### config.mk
export PLATFORM = sky130hd
export DESIGN_NAME = psum_ofifo_flat
export DESIGN_NICKNAME = d
export VERILOG_FILES = /design/src/rtl/psum_ofifo_if.sv /design/src/rtl/psum_ofifo.sv /design/src/flat_wrapper.sv
export SDC_FILE = /design/constraint.sdc
export NUM_CORES = 2
export LEC_CHECK = 0
export CELL_PAD_IN_SITES_DETAIL_PLACEMENT = 1
export CELL_PAD_IN_SITES_GLOBAL_PLACEMENT = 1
export CORE_ASPECT_RATIO = 0.8
export CORE_MARGIN = 3
export CORE_UTILIZATION = 40
export CTS_CLUSTER_DIAMETER = 30
export CTS_CLUSTER_SIZE = 20
export DETAILED_ROUTE_END_ITERATION = 10
export PLACE_DENSITY = 0.68
export SYNTH_ARGS = -nofsm -noshare
export SYNTH_HDL_FRONTEND = slang
export SYNTH_SLANG_ARGS = --single-unit
### constraint.sdc
create_clock -name clk -period 6.7 [get_ports clk]
set_input_delay 1.005 -clock clk [delete_from_list [all_inputs] [get_ports clk]]
set_output_delay 1.005 -clock clk [all_outputs]
set_load 0.01 [all_outputs]
### src/rtl/psum_ofifo_if.sv
// rtl/psum_ofifo_if.sv - psum row bus between MAC array, output FIFO and row consumer
interface psum_ofifo_if #(
    parameter int col     = 8,
    parameter int bw      = 4,
    parameter int bw_psum = 2*bw+4
);
  logic [col*bw_psum-1:0] in;
  logic [col-1:0]         wr;
  logic                   rd;
  logic [col*bw_psum-1:0] out;
  logic                   o_valid;
  logic                   o_full;
  logic                   o_ready;
  logic                   overflow;
  logic                   out_vld;

  modport master (
    output in, wr, rd,
    input  out, o_valid, o_full, o_ready, overflow, out_vld
  );

  modport slave (
    input  in, wr, rd,
    output out, o_valid, o_full, o_ready, overflow, out_vld
  );
endinterface

### src/rtl/psum_ofifo.sv
// rtl/psum_ofifo.sv - per-lane psum FIFOs that fill skewed and pop as whole rows
module psum_ofifo #(
    parameter int col     = 8,
    parameter int bw      = 4,
    parameter int bw_psum = 2*bw+4,
    parameter int depth   = 16
) (
    input logic        clk,
    input logic        reset,
    psum_ofifo_if.slave bus
);
  localparam int aw = $clog2(depth);
  localparam logic [aw:0] full_cnt = (aw+1)'(depth);

  logic [bw_psum-1:0] mem [col][depth];
  logic [aw-1:0]      wptr [col];
  logic [aw-1:0]      rptr [col];
  logic [aw:0]        cnt  [col];

  logic [col*bw_psum-1:0] out_q;
  logic                   out_vld_q;
  logic                   overflow_q;
  logic [col-1:0]         lane_nonempty;
  logic [col-1:0]         lane_full;
  logic [col-1:0]         wr_ok;
  logic                   pop;

  always_comb begin
    lane_nonempty = '0;
    lane_full     = '0;
    for (int i = 0; i < col; i++) begin
      lane_nonempty[i] = (cnt[i] != '0);
      lane_full[i]     = (cnt[i] == full_cnt);
    end
  end

  // A full lane still takes a write when the row pop frees its head slot.
  assign pop   = bus.rd & (&lane_nonempty);
  assign wr_ok = bus.wr & (~lane_full | {col{pop}});

  assign bus.o_valid  = &lane_nonempty;
  assign bus.o_full   = |lane_full;
  assign bus.o_ready  = ~(|lane_full);
  assign bus.out      = out_q;
  assign bus.out_vld  = out_vld_q;
  assign bus.overflow = overflow_q;

  always_ff @(posedge clk) begin
    for (int i = 0; i < col; i++) begin
      if (wr_ok[i]) mem[i][wptr[i]] <= bus.in[i*bw_psum +: bw_psum];
    end
  end

  always_ff @(posedge clk or negedge reset) begin
    if (!reset) begin
      for (int i = 0; i < col; i++) begin
        wptr[i] <= '0;
        rptr[i] <= '0;
        cnt[i]  <= '0;
      end
      out_q      <= '0;
      out_vld_q  <= 1'b0;
      overflow_q <= 1'b0;
    end else begin
      out_vld_q <= pop;
      if (|(bus.wr & ~wr_ok)) overflow_q <= 1'b1;
      for (int i = 0; i < col; i++) begin
        if (wr_ok[i]) wptr[i] <= wptr[i] + aw'(1);
        if (pop) begin
          rptr[i] <= rptr[i] + aw'(1);
          out_q[i*bw_psum +: bw_psum] <= mem[i][rptr[i]];
        end
        if (wr_ok[i] && !pop)      cnt[i] <= cnt[i] + (aw+1)'(1);
        else if (pop && !wr_ok[i]) cnt[i] <= cnt[i] - (aw+1)'(1);
      end
    end
  end
endmodule

### src/flat_wrapper.sv
// flat-port wrapper written by rule: the top's interface ports become plain ports
module psum_ofifo_flat 
#(
    parameter int col     = 8,
    parameter int bw      = 4,
    parameter int bw_psum = 2*bw+4,
    parameter int depth   = 16
)
  (clk, reset, bus_in, bus_wr, bus_rd, bus_out, bus_o_valid, bus_o_full, bus_o_ready, bus_overflow, bus_out_vld);
  psum_ofifo_if #(.col(col), .bw(bw), .bw_psum(bw_psum)) bus_i ();
  input logic clk;
  input logic reset;
  input wire logic [$bits(bus_i.in)-1:0] bus_in;
  input wire logic [$bits(bus_i.wr)-1:0] bus_wr;
  input wire logic [$bits(bus_i.rd)-1:0] bus_rd;
  output wire logic [$bits(bus_i.out)-1:0] bus_out;
  output wire logic [$bits(bus_i.o_valid)-1:0] bus_o_valid;
  output wire logic [$bits(bus_i.o_full)-1:0] bus_o_full;
  output wire logic [$bits(bus_i.o_ready)-1:0] bus_o_ready;
  output wire logic [$bits(bus_i.overflow)-1:0] bus_overflow;
  output wire logic [$bits(bus_i.out_vld)-1:0] bus_out_vld;
  assign bus_i.in = bus_in;
  assign bus_i.wr = bus_wr;
  assign bus_i.rd = bus_rd;
  assign bus_out = bus_i.out;
  assign bus_o_valid = bus_i.o_valid;
  assign bus_o_full = bus_i.o_full;
  assign bus_o_ready = bus_i.o_ready;
  assign bus_overflow = bus_i.overflow;
  assign bus_out_vld = bus_i.out_vld;
  psum_ofifo #(.col(col), .bw(bw), .bw_psum(bw_psum), .depth(depth)) u_core (.clk(clk), .reset(reset), .bus(bus_i));
endmodule
==> results.md <==
- Status: finished clean
- Root Buffer Master: clkbuf_16
- Synth-to-Final Area Change: 25.1%
- DP HPWL: just over 100000 um
- Row count: 136
- Setup repair after global routing missed its margin: no
- Sequential area share after synthesis: 73.4%
- Slew headroom: between 10% and 20%
- GRT Total Usage: approximately a fifth
- Drt total wl: approximately 180000 um
- Power consumption: 43.3 mW
- Worst-path clk slew: 0.05 ns
- Layout cell share with drive strength beyond 1: between 30% and 40%
- Async SR Flop Fraction: about 12%
- Core Area: about 0.17 mm2
- Number of fill cells: 15509
- Reg2reg start: u_core.cnt[30]
- IO buf count: 207
- DIE WIDTH: roughly 470 um
- Worst slew pin tran: around 1.3 ns
- Final Cell Area: roughly 0.087 mm2
- DR vias/cell: 5.58
- First-pass GRT wire length: roughly 260000 um
- RD Place Congestion: between 0.7 and 0.8
- Placed Area: between 0.07 and 0.08 mm2
- Clk sink count: between 1500 and 2000
- Via count: between 30000 and 40000
- Number of I/O pins: approximately 210
- Minimum clock period: roughly 4.7 ns
- Type of the tightest min-delay check: in -> async
- Final slew viol count: 0
- Top-count cell post-synth: edfxtp_1
- Worst-path maximum fanout: 50
- Final Hold Vio Count: 0
- Synth area leader: edfxtp_1
- Initial cell density of the core: between 40% and 50%
- Post-route DRC: 0
- Worst path arrival time: between 5 and 6 ns
- #FFs+latches synth: between 1500 and 2000
- Synth cell count leaders: 1536 x edfxtp_1, 348 x mux4_2, 202 x dfrtp_1, 157 x a22oi_1, 138 x clkbuf_1
- CTS resizes: 0
- Number of routed nets with antenna violations: 0
- Post-synth EDFFs: 1536
- Initial antenna violation count: 12
- Largest cells by area after synthesis: edfxtp_1 66%, mux4_2 11%, dfrtp_1 7.3%, mux2_2 2.1%, a22oi_1 1.7%
- Initial DRT Pass Iterations: 5
- WL per Instance: roughly 27 um
- Yosys top cell area share: about 66%
- Startpoint Class: flop
- Global route overflow: 0
- CP startpoint: u_core.cnt[30]
- Cell variety after synth: between 50 and 60
- DRT iter0 DRCs: 3191
- Clock Tree Buf Depth: 4
- Pwr dens: 497 mW/mm2
- Vias in the first global route: between 40000 and 50000
- Clock Latency Late Sink: around 0.9 ns
- Ys flop type: edfxtp_1
- Fmax: approximately 0.21 GHz
- Max cap viols: 0
- Finish-stage setup viols: 0
- Cells after synthesis: roughly 3600
- CTS tree: built
- Post-Syn Area per Cell: roughly 20 um2
- Setup_tns: 0 ns
- Largest net degree at the start of global routing: 82
- Total die area: between 0.15 and 0.2 mm2
- CP required: between 7 and 8 ns
- # nets final: ~4300
- Synthesis Warnings: 0
- Peak VDD IR: 0.000327 V
- Die Y: between 300 and 400 um
- CP Class: reg -> reg
- Final worst-path cycle share: around 70%
- Clock Skews: roughly 0.077 ns
- CTS Hold Bufs: 0
- Leakage power: ~30 nW
- Setup bufs post-CTS: 0
- Inserted Clock Buffers: between 300 and 400
- Worst Setup End Kind: flop
- H-tree depth: 5
- Mapped cell area: roughly 0.070 mm2
- Mapped Nets: 3774
[flip-flops by register name (all words and copies together) (netlist names)]
register / count
u_core.mem: 1536
u_core.bus.out: 96
u_core.cnt: 40
u_core.rptr: 32
u_core.wptr: 32
u_core.bus.out_vld: 1
u_core.bus.overflow: 1
[cell type report]
| class | count | area, um2 | area share, % |
|---|---|---|---|
| clock buffer | 419 | 9320 | 10.7 |
| timing repair buffer | 359 | 3230 | 3.70 |
| clock inverter | 219 | 2370 | 2.72 |
| antenna | 3 | 7.51 | 0.00861 |
| tap | 2277 | 2850 | 3.27 |
| multi-input combinational | 1583 | 18000 | 20.6 |
| sequential | 1738 | 51200 | 58.8 |
| inverter | 45 | 179 | 0.205 |
[routing by layer]
layer	up-vias	global-route usage, %	routed length [um]
li1	15863	-	-
met1	19760	27.2	77400
met2	1126	31.6	85400
met3	332	3.73	9000
met4	0	6.35	4460
met5	-	0	0
[critical path, cell delays in order (launching register included)]
cell	delay (ns)
dfrtp_1	0.43
nor4_1	0.51
a22o_1	0.24
or4_2	0.15
clkinv_4	0.38
a21oi_2	1.04
nor2b_1	0.12
ha_1	0.29
inv_1	0.15
ha_1	0.26
nor2b_1	0.14
o21a_1	0.17
or3_1	0.31
a21oi_1	0.21
xnor2_1	0.14
[cell usage in the layout, fill, tap and decap left out, types with 40 or more instances in the layout]
cell and count:
mux2_2 133, bufinv_16 40, clkbuf_1 50, clkbuf_16 360
a22oi_1 157, edfxtp_1 1536, clkinv_2 58, buf_4 152
inv_1 42, a31oi_1 40, xnor2_1 40, ha_1 73
o21ai_0 57, nor4b_2 47, nand2_1 137, mux2_1 49
mux4_2 348, dfrtp_1 189, clkdlybuf4s50_1 205, nand2b_1 46
[report_power, final]
group | leakage (nW) | switching, mW | internal (mW)
Sequential | 16.2 | 1.20 | 13.5
Clock | 5.65 | 5.68 | 11.4
Combinational | 7.42 | 6.34 | 5.19
Total | 29.3 | 13.2 | 30.1
[metrics by stage]
stage	utilization, %	std cells	hold slack, ns	setup WS (ns)
detailed placement	43.8	6002	0.474	2.05
global placement	43.8	6002	0.468	2.16
floorplan	-	3586	0.479	3.22
global route	50.6	6643	0.162	1.65
CTS	50.6	6640	0.135	1.84
finish	50.6	6643	0.153	2.04
[path summary, 6_finish.rpt]
kind | cells past startpoint | slack, ns | end
min reg2reg | 1 | 0.48 | u_core.bus.out[53]
max reg2reg | 14 | 2.04 | u_core.cnt[19]
min in group clk | 1 | 0.48 | u_core.bus.out[53]
max in group asynchronous | 2 | 5.27 | u_core.rptr[28]
min | 1 | 0.15 | u_core.bus.out[50]
max | 14 | 2.04 | u_core.cnt[19]
[kinds of logic (layout without fill, tap and decap cells)]
family                     Yosys count  after routing  share of synthesized area (%)
AOI/OAI and AO/OA                  360            360                           3.72
and+or+nand+nor                    550            550                           4.55
adders and majority gates           81             81                           1.54
buffers and inverters              265           1042                           1.78
xor gates and xnor gates            62             62                          0.779
other                                0              3                              0
muxes                              530            530                           14.2
DFF                               1738           1738                           73.4
(Power assumes the default switching activity.)
